`src/rtl/alarm_pkg.sv`:
```
// Shared mode codes and channel FSM states for the alarm bank.
package alarm_pkg;

    localparam logic [1:0] MODE_LEVEL    = 2'b00;
    localparam logic [1:0] MODE_ONESHOT  = 2'b01;
    localparam logic [1:0] MODE_PERIODIC = 2'b10;
    localparam logic [1:0] MODE_RSVD     = 2'b11;

    typedef enum logic [1:0] {
        ST_IDLE  = 2'd0,
        ST_ARMED = 2'd1,
        ST_DONE  = 2'd2
    } state_e;

endpackage

```
`src/rtl/alarm_channel.sv`:
```
// One alarm channel: compare/reload registers, mode FSM, sticky status and overrun.
module alarm_channel
    import alarm_pkg::*;
#(
    parameter int CNT_W = 32
) (
    input  logic             clk_i,
    input  logic             rst_i,
    input  logic [CNT_W-1:0] counter_i,
    input  logic             cfg_we_i,
    input  logic             cfg_en_i,
    input  logic [1:0]       cfg_mode_i,
    input  logic [CNT_W-1:0] cfg_alarm_i,
    input  logic [CNT_W-1:0] cfg_period_i,
    input  logic             irq_clr_i,
    output logic             alarm_o,
    output logic             status_o,
    output logic             overrun_o,
    output logic             armed_o
);

    state_e           state;
    logic [CNT_W-1:0] cmp;
    logic [CNT_W-1:0] period;
    logic [1:0]       mode;
    logic             match;
    logic             fire;

    assign match   = (state == ST_ARMED) && (counter_i == cmp);
    // A config write in the match cycle suppresses the fire entirely.
    assign fire    = match && !cfg_we_i;
    assign armed_o = (state == ST_ARMED);

    always_ff @(posedge clk_i) begin
        if (rst_i) begin
            state     <= ST_IDLE;
            cmp       <= '0;
            period    <= '0;
            mode      <= MODE_LEVEL;
            alarm_o   <= 1'b0;
            status_o  <= 1'b0;
            overrun_o <= 1'b0;
        end else begin
            alarm_o <= 1'b0;
            if (cfg_we_i) begin
                if (cfg_en_i && (cfg_mode_i != MODE_RSVD)) begin
                    cmp    <= cfg_alarm_i;
                    period <= cfg_period_i;
                    mode   <= cfg_mode_i;
                    state  <= ST_ARMED;
                end else begin
                    state <= ST_IDLE;
                end
            end else if (fire) begin
                alarm_o <= 1'b1;
                if (mode == MODE_ONESHOT) begin
                    state <= ST_DONE;
                end else if (mode == MODE_PERIODIC) begin
                    if (period == '0) begin
                        state <= ST_DONE;
                    end else begin
                        cmp <= cmp + period;
                    end
                end
            end

            // A same-cycle clear counts this fire as fresh, so overrun drops.
            if (fire) begin
                status_o <= 1'b1;
                if (irq_clr_i) begin
                    overrun_o <= 1'b0;
                end else if ((mode != MODE_LEVEL) && status_o) begin
                    overrun_o <= 1'b1;
                end
            end else if (irq_clr_i) begin
                status_o  <= 1'b0;
                overrun_o <= 1'b0;
            end
        end
    end

endmodule

```
`src/rtl/alarm_bank.sv`:
```
// Multi-channel alarm generator with per-channel config decode and a masked interrupt.
module alarm_bank
    import alarm_pkg::*;
#(
    parameter  int NUM_CH = 4,
    parameter  int CNT_W  = 32,
    localparam int CH_W   = (NUM_CH > 1) ? $clog2(NUM_CH) : 1
) (
    input  logic              clk_i,
    input  logic              rst_i,
    input  logic [CNT_W-1:0]  counter_i,
    input  logic              cfg_we_i,
    input  logic [CH_W-1:0]   cfg_ch_i,
    input  logic              cfg_en_i,
    input  logic [1:0]        cfg_mode_i,
    input  logic [CNT_W-1:0]  cfg_alarm_i,
    input  logic [CNT_W-1:0]  cfg_period_i,
    input  logic [NUM_CH-1:0] irq_mask_i,
    input  logic [NUM_CH-1:0] irq_clr_i,
    output logic [NUM_CH-1:0] alarm_o,
    output logic [NUM_CH-1:0] status_o,
    output logic [NUM_CH-1:0] overrun_o,
    output logic [NUM_CH-1:0] armed_o,
    output logic              irq_o
);

    // Channel numbers at or beyond NUM_CH never decode, so such writes are dropped.
    for (genvar i = 0; i < NUM_CH; i++) begin : g_ch
        logic we;
        assign we = cfg_we_i && (cfg_ch_i == CH_W'(i));

        alarm_channel #(
            .CNT_W (CNT_W)
        ) u_ch (
            .clk_i        (clk_i),
            .rst_i        (rst_i),
            .counter_i    (counter_i),
            .cfg_we_i     (we),
            .cfg_en_i     (cfg_en_i),
            .cfg_mode_i   (cfg_mode_i),
            .cfg_alarm_i  (cfg_alarm_i),
            .cfg_period_i (cfg_period_i),
            .irq_clr_i    (irq_clr_i[i]),
            .alarm_o      (alarm_o[i]),
            .status_o     (status_o[i]),
            .overrun_o    (overrun_o[i]),
            .armed_o      (armed_o[i])
        );
    end

    always_ff @(posedge clk_i) begin
        if (rst_i) begin
            irq_o <= 1'b0;
        end else begin
            irq_o <= |(status_o & irq_mask_i);
        end
    end

endmodule

```
`config.mk`:
```
export PLATFORM = sky130hd
export DESIGN_NAME = alarm_bank
export DESIGN_NICKNAME = d
export VERILOG_FILES = /design/src/rtl/alarm_pkg.sv /design/src/rtl/alarm_channel.sv /design/src/rtl/alarm_bank.sv
export SDC_FILE = /design/constraint.sdc
export NUM_CORES = 1
export LEC_CHECK = 0
export CAP_MARGIN = 15
export CORE_MARGIN = 10
export CORE_UTILIZATION = 45
export DETAILED_ROUTE_END_ITERATION = 6
export GPL_ROUTABILITY_DRIVEN = 0
export GPL_TIMING_DRIVEN = 0
export PLACE_DENSITY_LB_ADDON = 0.1
export SLEW_MARGIN = 20
export SYNTH_ARGS = -nofsm -noshare
export SYNTH_HDL_FRONTEND = slang
export SYNTH_HIERARCHICAL = 1
export SYNTH_SLANG_ARGS = --single-unit
export TNS_END_PERCENT = 50
```
`constraint.sdc`:
```
create_clock -name clk_i -period 4.7 [get_ports clk_i]
set_clock_uncertainty 0.1 [all_clocks]
set_input_delay 0.47 -clock clk_i [delete_from_list [all_inputs] [get_ports clk_i]]
set_output_delay 0.47 -clock clk_i [all_outputs]
set_load 0.03 [all_outputs]
```
Word-level counts from Yosys, hierarchy flattened
Cells that the tools add are included.
Widths: inputs -> output; s select.

word-level totals
  flip-flop bits (word level) = 285
  input bits = 112
  output and inout port bits = 17
  logic and storage cells = 207

operators by class
  add/subtract/negate cells = 4
  eq/ne operators = 32
  muxes and demuxes = 66
  bitwise logic cells = 1
  reductions and logical operators = 75

operators with widths
  cell                count
  $mux 32             21
  $add 32x32->32      4
  $eq 32x32->1        4
  $logic_not 32->1    4
  $mux 2              20
  $reduce_bool 2->1   20
  $mux 1              25
  $reduce_bool 3->1   8
  $reduce_and 5->1    4
  $eq 2x1->1 const B  9
  $logic_and 1x1->1   17
  $ne 2x1->1 const B  8
  $reduce_and 2->1    8
  $eq 2x2->1 const B  6
  $reduce_and 3->1    4
  $ne 2x2->1 const B  5
  $reduce_or 2->1     4
  $and 4x4->4         1
  $logic_not 1->1     4
  $reduce_or 4->1     1
  $logic_not 2->1     1

Logic depth before layout (Yosys ltp)
Gate-level depths: netlist of run 1.

  depth after elaboration = 6
  gate-level depth with buffers = 11
  depth with buffers taken out = 11

Cells and area by module
The synthesis of run 1 kept the hierarchy.

modules (own cells, without submodules)
  module                            times used  cells each  area an instance (µm²)  sequential area each (µm²)
  alarm_channel (g_ch[1].u_ch ...)  2           646         4917.2                  1421.4
  alarm_channel (g_ch[0].u_ch)      1           646         4919.7                  1421.4
  alarm_channel (g_ch[3].u_ch)      1           650         4899.7                  1421.4
  alarm_bank                        1           9           75.1                    20.0

Worst setup path after synthesis of run 1
No wires, ideal clock.

  kind = register to register
  start = register g_ch[0].u_ch.cmp[0]
  end = register g_ch[0].u_ch.cmp[20]
  setup time = 0.088 ns
  arrival time = 2.670 ns
  data required time = 4.512 ns
  path slack = 1.841 ns
  stages on the path, launching flop included = 12
  path buffers = 0
  clock period less this slack = 2.859 ns
  cell sequence = dfxtp_1 > ha_1 > fa_1 > a21o_1 > a21oi_1 > o21a_1 > o31ai_4 > a21o_1 > a2111oi_0 > a41oi_1 > a21o_1 > a311oi_2

between the ends
  cells in the longest elaborated chain, start to end = 6
  elaborated cells between the ends (all ways) = 11
  classes of those cells = add/sub (1); eq/ne (1); mux (5); reduce/logical (4)

ends and longest elaborated chain
  what                    line                 RTL
  start, declared         alarm_channel.sv:23  logic [CNT_W-1:0] cmp;
  start signal, assigned  alarm_channel.sv:47  cmp <= cfg_alarm_i;
  start signal, assigned  alarm_channel.sv:62  cmp <= cmp + period;
  $add 32x32->32          alarm_channel.sv:62
  $mux 32                 alarm_channel.sv:59  if (period == '0) begin
  $mux 32                 alarm_channel.sv:58  end else if (mode == MODE_PERIODIC) begin
  $mux 32                 alarm_channel.sv:56  if (mode == MODE_ONESHOT) begin
  $mux 32                 alarm_channel.sv:54  end else if (fire) begin
  $mux 32                 alarm_channel.sv:45  if (cfg_we_i) begin

Several ways; a longest one is shown, not always the timed one. The select of a mux whose other input is x is not followed.
A chain may end at the register's enable or synchronous reset.

Final worst setup path of run 1
  start = input port counter_i[31]
  end = register g_ch[1].u_ch.cmp[31]

between the ends
  cells in the longest elaborated chain, start to end = 5

ends and longest elaborated chain
  what                         line                 RTL
  start, declared              alarm_bank.sv:11     input logic [CNT_W-1:0] counter_i,
  $eq 32x32->1                 alarm_channel.sv:29  assign match = (state == ST_ARMED) && (counter_i == cmp);
  $logic_and 1x1->1            alarm_channel.sv:29
  $logic_and 1x1->1            alarm_channel.sv:31  assign fire = match && !cfg_we_i;
  $reduce_bool 2->1 (no line)  -
  $reduce_and 5->1 (no line)   -
  end signal, assigned         alarm_channel.sv:47
  end signal, assigned         alarm_channel.sv:62
  end, declared                alarm_channel.sv:23

Every way passes these cells.

==> results of run 1 <==
==> power groups by stage <==
| stage | logic [W] | registers [W] | clock network [W] |
|---|---|---|---|
| CTS | 0.000722 | 0.00248 | 0.00290 |
| finish | 0.000768 | 0.00248 | 0.00289 |
| detailed placement | 0.000719 | 0.00253 | 0 |
| floorplan | 0.000309 | 0.00252 | 0 |
| global route | 0.000777 | 0.00248 | 0.00301 |
| global placement | 0.000713 | 0.00253 | 0 |
==> placed cells by master, fill, tap and decap left out, types with 13 or more instances in the layout <==
cell and count:
ha_1 124, a21oi_1 308, o21ai_1 21, o211ai_1 33, inv_1 42, mux2i_1 35
nand3_1 39, nor2b_1 15, buf_2 18, nor3_1 32, o21a_1 13, dfxtp_1 285
clkbuf_16 37, nor2_1 205, a31oi_1 26, a211oi_1 61, a21o_1 70, a311oi_1 25
nor4_1 56, xor2_1 80, nand2_1 454, clkdlybuf4s50_1 128, xnor2_1 144, clkbuf_1 120
and3_1 24, o21ai_0 118, nand4_1 74
==> sequential cells by signal, summed over array words and instances (netlist names) <==
name,count
g_ch.u_ch/state,8
irq_o,1
g_ch.u_ch/period,128
g_ch.u_ch/alarm_o,4
g_ch.u_ch/overrun_o,4
g_ch.u_ch/mode,8
g_ch.u_ch/cmp,128
g_ch.u_ch/status_o,4
==> cells in the mapped netlist, types with 7 or more instances <==
library cell,n,share of area
a211oi_1,61,0.023
a21boi_0,11,0.0042
a21o_1,70,0.027
a21oi_1,308,0.078
a311oi_1,25,0.011
a31oi_1,26,0.0082
and3_1,24,0.0076
buf_1,9,0.0017
buf_2,18,0.0046
clkbuf_1,113,0.021
dfxtp_1,285,0.29
ha_1,124,0.079
inv_1,42,0.0080
mux2i_1,35,0.018
nand2_1,454,0.086
nand3_1,39,0.0099
nand4_1,74,0.023
nor2_1,205,0.039
nor2b_1,15,0.0048
nor3_1,32,0.0081
nor4_1,56,0.018
o211ai_1,33,0.013
o21a_1,13,0.0049
o21ai_0,118,0.030
o21ai_1,21,0.0053
o21bai_1,8,0.0030
o31a_1,8,0.0036
or4_1,7,0.0027
xnor2_1,144,0.064
xor2_1,80,0.036
==> logic make-up (layout without fill, tap and decap cells) <==
group                      after synthesis  in the layout  synth area share
xor gates and xnor gates               224            224           0.09944
and+or+nand+nor                        959            959            0.2211
AOI/OAI and AO/OA                      773            773            0.2491
muxes                                   39             39           0.02004
DFF                                    285            285            0.2892
adders and majority gates              128            128           0.08270
buffers and inverters                  189            379           0.03843
other                                    0              3                 0
==> worst register-to-register path, stage by stage (launching register included) <==
cell      delay (ns)
dfxtp_1         0.34
ha_1            0.25
fa_1            0.41
a21oi_1         0.29
o211ai_1        0.16
a31oi_1         0.43
o21ai_1         0.31
a31oi_1         0.40
o21ai_1         0.21
xor2_1          0.18
mux2i_1         0.09
a211oi_1        0.24
==> worst max-delay path by stage <==
stage | end | slack [ns] | depth (start not counted)
after global placement | g_ch[2].u_ch/cmp[31]$_SDFFE_PP0P_ | 0.58 | 11
after global routing | g_ch[1].u_ch/cmp[31]$_SDFFE_PP0P_ | 0.75 | 11
after CTS | g_ch[1].u_ch/cmp[31]$_SDFFE_PP0P_ | 1.08 | 11
final | g_ch[1].u_ch/cmp[31]$_SDFFE_PP0P_ | 0.85 | 11
after detailed placement | g_ch[1].u_ch/cmp[31]$_SDFFE_PP0P_ | 0.52 | 11
after floorplan | g_ch[0].u_ch/cmp[20]$_SDFFE_PP0P_ | 1.84 | 11
==> metrics by stage <==
step,instances,hold WS (ns),cell area (µm²)
floorplan,2597,0.3354,19730
global placement,3310,0.3450,21740
detailed placement,3310,0.3585,21740
CTS,3372,0.3672,22920
global route,3372,0.3875,22920
finish,3375,0.3735,22930
==> metal layers <==
metal  track usage  share of wire  wire length [µm]
met2        0.4489           0.38             34750
met3        0.1250           0.14             13190
met5             0              0                 0
met4        0.2187          0.076              6951
met1        0.4248           0.40             36080
==> layout make-up <==
| cell class | count | area, µm² | area share |
|---|---|---|---|
| multi-input cells | 2123 | 13270 | 0.5785 |
| flip-flops and latches | 285 | 5705 | 0.2488 |
| repair buffers | 128 | 1281 | 0.05587 |
| clock buffers | 51 | 1049 | 0.04573 |
| well taps | 585 | 732.0 | 0.03192 |
| plain buffers | 146 | 596.8 | 0.02603 |
| inverters | 43 | 161.4 | 0.007039 |
| clock inverters | 11 | 132.6 | 0.005784 |
| diodes | 3 | 7.507 | 0.0003274 |
==> flow_summary.yaml, run 1 <==
clock_tree:
  post_cts_buffers: 0
  cts.sink_count: 285
  cts_max_path_buffers: 3
  cts_resized: 0
  cts.hold.buffers_added: 0
  htree_levels: 2
  cts_root_buf: "clkbuf_16"
  cts_buffers: 37
  cts_tree: "built"
  clk_pin_slew_ns: 0.06
  clk_latency_ns: 0.57
placement:
  place_hpwl_um: 66250
  dp_slack_ns: 0.5175
  io_buffers: 128
setup_path:
  reg2reg_slack_ns: 1.23
  setup.worst_path.start_class: "input pin"
  path_cells: "clkdlybuf4s50_1 -> xnor2_1 -> nand4_1 -> nor4_1 -> nand4_1 -> nor4b_1 -> o22a_1 -> buf_2 -> clkbuf_1 -> o21ai_1 -> a21oi_1"
  cp_slowest_cell: "clkdlybuf4s50_1"
  crit_type: "input pin to flip-flop"
  max_stage_delay_ns: 0.86
  crit_top_cell: "nand4_1"
  arrival_ns: 4.24
  rr_worst_depth: 11
  crit_required_ns: 5.09
  cp_top_family: "buffers and inverters"
  reg2reg_to: "g_ch[1].u_ch/cmp[26]$_SDFFE_PP0P_"
  crit_buf_inv: 3
  crit_start: "counter_i[31]"
  reg2reg_from: "g_ch[1].u_ch/cmp[0]$_SDFFE_PP0P_"
  crit_path_end_kind: "flip-flop"
  worstPathMaxFanout: 10
grt:
  grt_pass1_wl_um: 129800
  gr-usage-all-layers: 0.3303
  grt_pass1_vias: 19720
  grt_overflow: 0
  grt_antenna_before_repair: 1
  grt_max_degree: 13
logic_synthesis:
  ys_types: 85
  netlist_area_um2: 19730
  synth_flop_cell: "dfxtp_1"
  synth-seq-area-share: 0.2892
  synth_seq_cells: 285
  postSynth.asyncResetShare: 0
  synth_edf_count: 0
  syn_nets: 2837
  yosysWarnings: 6
  postSynthCellCount: 2597
  post_synth.cell_area_avg_um2: 7.597
outcome:
  status: "complete, no violations"
sta:
  setup_tns_ns: 0
  min_period_over_period: 0.8183
  layout_min_cycle_time_ns: 3.846
  rsz0062_at_grt: "no"
  final.setup.worst_slack_ns: 0.8539
  drv_slew: 0
  tightest_slew_ns: 0.9975
  fmax_mhz: 260.0
  finalHoldViolCount: 0
  setup_viol: 0
  max-slew-margin-rel: 0.3329
drt:
  viasPerCell: 6.340
  drc: 0
  drt-initial-drc-count: 2562
  wire_per_inst_um: 26.95
  drt_pre_antenna_iters: 6
  ant_nets: 0
  routed_wl_um: 90970
  vias: 21400
floorplan:
  die_height_um: 229.4
  die_width_um: 229.4
  die_area_um2: 52620
  core-area_um2: 43170
  rows: 76
  pin_count: 129
  start_util: 0.4570
min_path:
  whs_endpoint: "g_ch[1].u_ch/state[1]$_SDFFE_PP0P_"
  holdPathStages: 2
  min_path_type: "flip-flop to flip-flop"
  min_from: "g_ch[1].u_ch/state[1]$_SDFFE_PP0P_"
final_layout:
  drive_gt1_frac: 0.03839
  areaGrowthSynthToFinish_pct: 16.23
  final_nets: 3004
  final_util: 0.5312
  final.fill_count: 4221
flow_run:
  max_cap_viol_count: 0
power_and_ir_drop:
  vdd_drop_max_uv: 258.4
  power_w: 0.006137
  switchingPower_w: 0.001749
  cellLeakagePower_nw: 8.751
  powerDensity_nw_per_um2: 267.6
  power_frac_clock: 0.471
  p_comb_frac: 0.125
  p_seq_frac: 0.404
  p_int_w: 0.004388
  power.share.switching: 0.2850
(Power assumes the default switching activity.)
==> run 2: changes to the inputs <==
==> constraint.sdc (replaced) <==
create_clock -name clk_i -period 3.8 [get_ports clk_i]
set_clock_uncertainty 0.1 [all_clocks]
set_input_delay 0.38 -clock clk_i [delete_from_list [all_inputs] [get_ports clk_i]]
set_output_delay 0.38 -clock clk_i [all_outputs]
set_load 0.03 [all_outputs]
==> run 2 against run 1 <==
  * Routed wire length shrank 0.10%
  * Final cell count is essentially flat
  * Sequential share of layout area is essentially flat
  * Sequential power grew 23%
  * Design area is essentially flat
  * Non-clock buffer count is the same
  * First-iteration DRC count shrank 0.27%
  * Via count grew 0.23%
==> flow_summary.yaml, run 2 (same netlist as run 1, synthesis figures left out) <==
outcome:
  status: "complete, no violations"
grt:
  grt_pass1_vias: 19720
  grt_max_degree: 13
  gr-usage-all-layers: 0.3303
  grt_busiest_layer: "met2"
  met3_usage: 0.1250
  grt_pass1_wl_um: 129800
  grt_overflow: 0
  grt.met1_usage: 0.4248
  grt_antenna_before_repair: 1
  use_met2: 0.4489
placement:
  place_inst: 3310
  io_buffers: 128
  place_hpwl_um: 66250
min_path:
  min_from: "irq_clr_i[0]"
  holdPathStages: 2
  whs_endpoint: "g_ch[0].u_ch/overrun_o$_SDFFE_PP0P_"
  min_path_type: "input pin to flip-flop"
setup_path:
  crit_type: "input pin to flip-flop"
  rr_worst_depth: 11
  worstPathMaxFanout: 10
  reg2reg_to: "g_ch[1].u_ch/cmp[26]$_SDFFE_PP0P_"
  reg2reg_from: "g_ch[1].u_ch/cmp[0]$_SDFFE_PP0P_"
  arrival_ns: 4.11
  setup.worst_path.start_class: "input pin"
  crit_required_ns: 4.18
  reg2reg_slack_ns: 0.33
  crit_start: "counter_i[31]"
  crit_path_end_kind: "flip-flop"
drt:
  drt-initial-drc-count: 2555
  wire_per_inst_um: 26.90
  viasPerCell: 6.349
  vias: 21450
  routed_wl_um: 90880
  ant_nets: 0
  drc: 0
  drt_pre_antenna_iters: 7
sta:
  tightest_slew_ns: 0.9901
  layout_min_cycle_time_ns: 3.729
  setup_tns_ns: 0
  min_period_over_period: 0.9812
  setup_viol: 0
  drv_slew: 0
  whs_ns: 0.2857
  rsz0062_at_grt: "no"
  fmax_mhz: 268.2
  finalHoldViolCount: 0
  max-slew-margin-rel: 0.3379
final_layout:
  mostFrequentLayoutCell: "nand2_1"
  final_nets: 3004
  largestRegisters: "g_ch.u_ch/cmp x128, g_ch.u_ch/period x128"
  final_util: 0.5314
  areaGrowthSynthToFinish_pct: 16.27
  fin_cells: 3378
  drive_gt1_frac: 0.03875
  final_cell_mix: "454 x nand2_1, 308 x a21oi_1, 285 x dfxtp_1, 205 x nor2_1, 144 x xnor2_1"
clock_tree:
  cts_root_buf: "clkbuf_16"
  cts.sink_count: 285
  cts_buffers: 37
  post_cts_buffers: 0
  cts_tree: "built"
  cts_max_path_buffers: 3
  clk_latency_ns: 0.57
  clk_pin_slew_ns: 0.06
  htree_levels: 2
floorplan:
  start_util: 0.4570
  die_height_um: 229.4
  pin_count: 129
  die_width_um: 229.4
  rows: 76
  die_area_um2: 52620
  core-area_um2: 43170
power_and_ir_drop:
  vdd_drop_max_uv: 319.4
  switchingPower_w: 0.002164
  power.share.switching: 0.2851
  p_int_w: 0.005427
  powerDensity_nw_per_um2: 330.9
  power_w: 0.007591
  p_seq_frac: 0.404
  power_frac_clock: 0.471
  p_comb_frac: 0.125
  cellLeakagePower_nw: 8.754
flow_run:
  max_cap_viol_count: 0
==> run 2: cell count changes in the layout (fill, tap and decap cells not counted), sizes merged <==
| cell | before | now |
|---|---|---|
| diode | 3 | 6 |
==> run 2: worst max-delay path: stages <==
cell	delay, ns
clkdlybuf4s50_1	0.86
xnor2_1	0.47
nand4_1	0.14
nor4_1	0.31
nand4_1	0.14
nor4b_1	0.50
o22a_1	0.22
buf_2	0.22
clkbuf_1	0.56
o21ai_1	0.15
a21oi_1	0.15
==> run 2: cell type report <==
cell class / count / area, µm²
repair buffers: 128 / 1281
plain buffers: 146 / 598.1
fillers: 4223 / 20230
clock buffers: 51 / 1049
diodes: 6 / 15.01
clock inverters: 11 / 132.6
multi-input cells: 2123 / 13270
well taps: 585 / 732.0
flip-flops and latches: 285 / 5705
inverters: 43 / 161.4
==> run 2: what timing repair did <==
| item | 4_1_cts | 5_1_grt |
|---|---|---|
| setup endpoints to repair | 0 | 2 |
| resized for setup | 0 | 2 |
| hold buffers | 0 | 0 |
==> run 2: metal layers <==
layer | part of all wire | vias up
met3 | 0.14 | 305
met2 | 0.38 | 1361
li1 | - | 9745
met1 | 0.40 | 10040
met4 | 0.078 | 0
met5 | 0 | -
==> run 2: power by group through the flow <==
stage,combinational (W),clock [W],sequential (W)
after CTS,0.000893,0.00359,0.00306
final,0.000950,0.00358,0.00306
after global placement,0.000882,0,0.00313
after detailed placement,0.000890,0,0.00313
after global routing,0.000961,0.00373,0.00307
after floorplan,0.000382,0,0.00311
==> run 2: metrics by stage <==
step / cell area (µm²) / setup slack, ns
floorplan: 19730 / 0.9415
CTS: 22920 / 0.2724
global route: 22920 / 0.01235
finish: 22940 / 0.07130
detailed placement: 21740 / -0.2925
global placement: 21740 / -0.2322
==> run 2: how the worst max path moves through the flow <==
stage	depth (start not counted)	slack, ns	end
2_1_floorplan	11	0.94	g_ch[0].u_ch/cmp[20]$_SDFFE_PP0P_
3_3_place_gp	11	-0.23	g_ch[2].u_ch/cmp[31]$_SDFFE_PP0P_
3_5_place_dp	11	-0.29	g_ch[1].u_ch/cmp[31]$_SDFFE_PP0P_
4_1_cts	11	0.27	g_ch[1].u_ch/cmp[31]$_SDFFE_PP0P_
5_1_grt	11	0.01	g_ch[1].u_ch/cmp[13]$_SDFFE_PP0P_
6_report	11	0.07	g_ch[2].u_ch/cmp[31]$_SDFFE_PP0P_
